### src/rtl/kcpsmx_scratch_arbiter_pkg.sv
// Shared scratchpad geometry and arbiter state encoding for the KCPSMX core slice.
package kcpsmx3_inc;

    localparam int SCRATCH_DEPTH = 6;
    localparam int SCRATCH_WIDTH = 8;
    localparam int SCRATCH_SIZE  = 64;

    typedef enum logic [1:0] {
        ARB_CLEAR,
        ARB_IDLE,
        ARB_ACK
    } scratch_arb_state_t;

    localparam int SCRATCH_ARB_MAX_WAIT = 4;

endpackage

### src/rtl/kcpsmx_scratch_arbiter.sv
// Core/host arbiter in front of the scratchpad RAM with bounded host starvation.
// Define SCRATCH_CLEAR_EN to zero the RAM with a 64-cycle sweep after every reset.
module kcpsmx_scratch_arbiter
    import kcpsmx3_inc::*;
#(
    parameter int MAX_WAIT = SCRATCH_ARB_MAX_WAIT
) (
    input  logic                     clk,
    input  logic                     reset,
    input  logic                     core_req,
    input  logic                     core_we,
    input  logic [SCRATCH_DEPTH-1:0] core_addr,
    input  logic [SCRATCH_WIDTH-1:0] core_wdata,
    output logic [SCRATCH_WIDTH-1:0] core_rdata,
    output logic                     core_stall,
    input  logic                     host_req,
    input  logic                     host_we,
    input  logic [SCRATCH_DEPTH-1:0] host_addr,
    input  logic [SCRATCH_WIDTH-1:0] host_wdata,
    output logic                     host_ack,
    output logic [SCRATCH_WIDTH-1:0] host_rdata,
    output logic                     busy,
    output logic [SCRATCH_DEPTH-1:0] ram_addr,
    output logic                     ram_we,
    output logic [SCRATCH_WIDTH-1:0] ram_wdata,
    input  logic [SCRATCH_WIDTH-1:0] ram_rdata
);

    localparam logic [7:0] LP_MAX_WAIT = 8'(MAX_WAIT);

    scratch_arb_state_t       r_state;
    scratch_arb_state_t       w_state_nxt;
    logic [7:0]               r_wait_cnt;
    logic                     r_host_ack;
    logic [SCRATCH_WIDTH-1:0] r_host_rdata;
    logic                     w_force;
    logic                     w_grant_host;
`ifdef SCRATCH_CLEAR_EN
    localparam logic [SCRATCH_DEPTH-1:0] LP_CLR_LAST = SCRATCH_DEPTH'(SCRATCH_SIZE - 1);
    logic [SCRATCH_DEPTH-1:0] r_clr_cnt;
`endif

    assign core_rdata = ram_rdata;
    assign host_ack   = r_host_ack;
    assign host_rdata = r_host_rdata;

    always_comb begin
        w_state_nxt  = r_state;
        w_force      = 1'b0;
        w_grant_host = 1'b0;
        core_stall   = 1'b0;
        busy         = 1'b0;
        ram_addr     = core_addr;
        ram_wdata    = core_wdata;
        ram_we       = 1'b0;
        case (r_state)
`ifdef SCRATCH_CLEAR_EN
            ARB_CLEAR: begin
                busy       = 1'b1;
                core_stall = 1'b1;
                ram_addr   = r_clr_cnt;
                ram_wdata  = '0;
                ram_we     = 1'b1;
                if (r_clr_cnt == LP_CLR_LAST) begin
                    w_state_nxt = ARB_IDLE;
                end
            end
`endif
            ARB_IDLE: begin
                // Stall is derived from host side only so the core can never loop through it.
                w_force      = host_req && (r_wait_cnt == LP_MAX_WAIT);
                w_grant_host = host_req && (!core_req || w_force);
                core_stall   = w_force;
                if (w_grant_host) begin
                    ram_addr    = host_addr;
                    ram_wdata   = host_wdata;
                    ram_we      = host_we;
                    w_state_nxt = ARB_ACK;
                end else begin
                    ram_we = core_req && core_we;
                end
            end
            ARB_ACK: begin
                ram_we      = core_req && core_we;
                w_state_nxt = ARB_IDLE;
            end
            default: begin
                w_state_nxt = ARB_IDLE;
            end
        endcase
    end

    always_ff @(posedge clk) begin
        if (reset) begin
`ifdef SCRATCH_CLEAR_EN
            r_state   <= ARB_CLEAR;
            r_clr_cnt <= '0;
`else
            r_state   <= ARB_IDLE;
`endif
            r_host_ack   <= 1'b0;
            r_host_rdata <= '0;
            r_wait_cnt   <= '0;
        end else begin
            r_state    <= w_state_nxt;
            r_host_ack <= w_grant_host;
            if (w_grant_host) begin
                r_host_rdata <= ram_rdata;
            end
`ifdef SCRATCH_CLEAR_EN
            if (r_state == ARB_CLEAR) begin
                r_clr_cnt <= r_clr_cnt + 1'b1;
            end
`endif
            // Count only cycles the host actually lost to the core.
            if (w_grant_host || !host_req || r_state == ARB_CLEAR) begin
                r_wait_cnt <= '0;
            end else if (r_state == ARB_IDLE && core_req && r_wait_cnt != LP_MAX_WAIT) begin
                r_wait_cnt <= r_wait_cnt + 1'b1;
            end
        end
    end

endmodule

### config.mk
export PLATFORM = sky130hd
export DESIGN_NAME = kcpsmx_scratch_arbiter
export DESIGN_NICKNAME = d
export VERILOG_FILES = /design/src/rtl/kcpsmx_scratch_arbiter_pkg.sv /design/src/rtl/kcpsmx_scratch_arbiter.sv
export SDC_FILE = /design/constraint.sdc
export NUM_CORES = 1
export LEC_CHECK = 0
export ABC_AREA = 1
export CAP_MARGIN = 10
export CORE_MARGIN = 2
export CORE_UTILIZATION = 25
export DETAILED_ROUTE_END_ITERATION = 6
export PLACE_DENSITY = 0.62
export SETUP_SLACK_MARGIN = 0.1
export SYNTH_ARGS = -nofsm -noshare
export SYNTH_HDL_FRONTEND = slang
export SYNTH_SLANG_ARGS = --single-unit
### constraint.sdc
create_clock -name clk -period 2.95 [get_ports clk]
set_input_delay 0.4425 -clock clk [delete_from_list [all_inputs] [get_ports clk]]
set_output_delay 0.4425 -clock clk [all_outputs]
set_load 0.02 [all_outputs]
==> impl_metrics.yaml <==
critical_path:
  cp_cell_sequence: "inv_1 -> ha_1 -> nand3_2 -> o21ai_2 -> nand3_2 -> inv_4 -> nand2_1 -> nand2_1 -> clkdlybuf4s50_1"
  critPathSlowestCell: "clkdlybuf4s50_1"
  required_ps: 2510
  critPathMaxFanout: 14
  rr_startpoint: "r_wait_cnt[0]$_SDFFE_PP0P_"
  arrival_ps: 2200
  ff2ff_setup_slack_ps: 1280
  endpoint: "ram_addr[3]"
  cp-end-kind: "primary output"
  cp_slowest_stage_delay_ps: 600
  rr_endpoint: "r_wait_cnt[7]$_SDFFE_PP0P_"
  worst_setup_path_start_kind: "flip-flop"
  rr_worst_depth: 8
  path_class: "reg2out"
  critPathLaunch: "r_wait_cnt[0]$_SDFFE_PP0P_"
detailed_routing:
  dr.first_iter.drc_count: 46
  num_vias: 1352
  ant_nets: 0
  via_per_inst: 4.000
  route.detailed.drc: 0
  wl_met1_um: 1488
  wl_met2_um: 1428
  firstDrtPassIters: 4
  routedWlPerCell_um: 9.728
  dr_wl_met3_um: 327
  top_layer: "met4"
  finalWirelength_um: 3288
cells_and_area:
  area_growth_pct: 63.85
  nets: 319
  diodes: 0
  layout_common_cells: "88 x nand2_1, 74 x clkdlybuf4s50_1, 24 x nor2_1, 23 x inv_1, 19 x dfxtp_1"
  final_common_cell: "nand2_1"
  utilization_pct: 42.82
  drive_above_1_share_pct: 4.059
floorplan:
  die_h_um: 74.50
  start_util_pct: 26.13
  coreArea_um2: 4755
  num_rows: 25
  die_w_um: 74.50
  io_pins: 76
  die-area_um2: 5550
power:
  irDropWorstVdd_uv: 161.0
  leakagePower_nw: 0.9263
  power_density_nw_per_um2: 356.7
global_routing:
  grt_pass1_wl_um: 5126
  grt_pass1_vias: 1174
  antenna_found_initial: 0
  grt_max_degree: 34
  grt_usage_pct: 11.80
  grt-ovfl-total: 0
logic_synthesis:
  synth_seq_cells: 19
  synth_top_area_share_pct: 30.61
  syn_nets: 252
  synth_top_cell_by_area: "dfxtp_1"
  netlist-cell-type-count: 22
  synth_edf_count: 0
  synth_warnings: 0
  syn_area_um2: 1242
  synthFlopType: "dfxtp_1"
  ys_top_cells_by_area: "dfxtp_1 31%, nand2_1 27%, nor2_1 7.3%, inv_1 6.9%, buf_4 5.4%"
  avgSynthCellArea_um2: 6.061
  ys_seq_area_share_pct: 30.61
  syn-instance-count: 205
  synthArstFlopShare_pct: 0
sta:
  clock_skew_ps: 3.292
  hold_viol: 0
  setup-tns-final_ps: 0
  rsz0062_at_grt: "false"
  min_period_ps: 2647
  setup_viol: 0
  maxSlewViolCount: 0
  period_share_pct: 89.74
  fmax_mhz: 377.7
cts:
  clock-sinks: 19
  hold_buffers: 0
  h-tree-depth: 1
  cts_tree: "built"
  path_clk_slew_ps: 80
  clockBufferDepth: 2
  cts_buffers: 3
  clock-root-buffer: "clkbuf_8"
  clock_latency_ps: 260
outcome:
  status: "complete, no violations"
placement:
  portBuffers: 74
  dpl.hpwl_um: 2449
  gp_congestion: 0.7251
hold_path:
  hp-class: "reg2reg"
job:
  cap_violations: 0
==> timing repair <==
| action | in CTS | in global routing |
|---|---|---|
| resized for setup | 0 | 1 |
| endpoints found under the setup margin | 0 | 4 |
| setup buffers | 0 | 0 |
==> how the worst min path moves through the flow <==
stage                                    start                          to  cells past startpoint
global placement    r_wait_cnt[3]$_SDFFE_PP0P_  r_wait_cnt[3]$_SDFFE_PP0P_                      2
CTS                 r_wait_cnt[1]$_SDFFE_PP0P_  r_wait_cnt[1]$_SDFFE_PP0P_                      2
global route        r_wait_cnt[3]$_SDFFE_PP0P_  r_wait_cnt[3]$_SDFFE_PP0P_                      2
detailed placement  r_wait_cnt[1]$_SDFFE_PP0P_  r_wait_cnt[1]$_SDFFE_PP0P_                      2
finish              r_wait_cnt[7]$_SDFFE_PP0P_  r_wait_cnt[7]$_SDFFE_PP0P_                      2
floorplan           r_wait_cnt[3]$_SDFFE_PP0P_  r_wait_cnt[3]$_SDFFE_PP0P_                      2
==> Yosys cell counts, types with 3 or more instances <==
cell,instances
nand2_1,88
nor2_1,24
inv_1,23
dfxtp_1,19
a21oi_1,10
buf_4,9
ha_1,5
nor3_1,4
nand3_1,3
o21ai_0,3
==> metrics by stage <==
step	setup WS (ps)	power (mW)	cells	hold slack [ps]	instance area [um^2]
global route	148.0	0.7706	338	528.1	2036
global placement	356.3	0.5475	334	485.0	1987
detailed placement	315.4	0.5482	334	490.4	1987
finish	302.7	0.7261	338	501.3	2036
floorplan	1135	0.4151	205	467.3	1242
CTS	203.1	0.7365	338	502.7	2033
==> where the power goes <==
part / switching [mW] / total, mW / leakage [nW] / internal [mW]
sequential: 0.00650 / 0.275 / 0.155 / 0.269
combinational: 0.130 / 0.266 / 0.746 / 0.136
clock: 0.0913 / 0.185 / 0.0255 / 0.0940
==> critical path: cells and delay by family, from the launching register on <==
kind | cells | cell delay [ps]
compound gates | 1 | 210
simple gates | 4 | 380
fa+ha+maj | 1 | 160
flops | 1 | 340
buf+inv | 3 | 850
==> flip-flops by register name (all words and copies together) (netlist names) <==
register	count
host_ack	1
r_state	2
host_rdata	8
r_wait_cnt	8
==> kinds of logic after synthesis <==
| logic type | count (synthesis) | share of synthesized area [%] |
|---|---|---|
| other cells | 1 | 0.3018 |
| buf+inv | 38 | 15.61 |
| fa+ha+maj | 5 | 5.035 |
| compound gates | 14 | 5.942 |
| flops | 19 | 30.61 |
| xor+xnor | 3 | 2.115 |
| simple gates | 125 | 40.38 |
==> cell type report <==
class / count / area, um^2
fill: 519 / 2719
timing repair buffer: 75 / 760.7
multi-input combinational: 148 / 668.1
sequential: 19 / 380.4
inverter: 25 / 96.34
tap: 67 / 83.83
clock buffer: 3 / 41.29
clock inverter: 1 / 5.005
==> layer usage <==
metal / track usage [%] / up-vias
met4: 4.762 / 0
met3: 3.117 / 2
met1: 15.01 / 559
met2: 18.98 / 49
li1: - / 742
met5: 0 / -
Note: power is estimated with default switching activity, not from simulation.
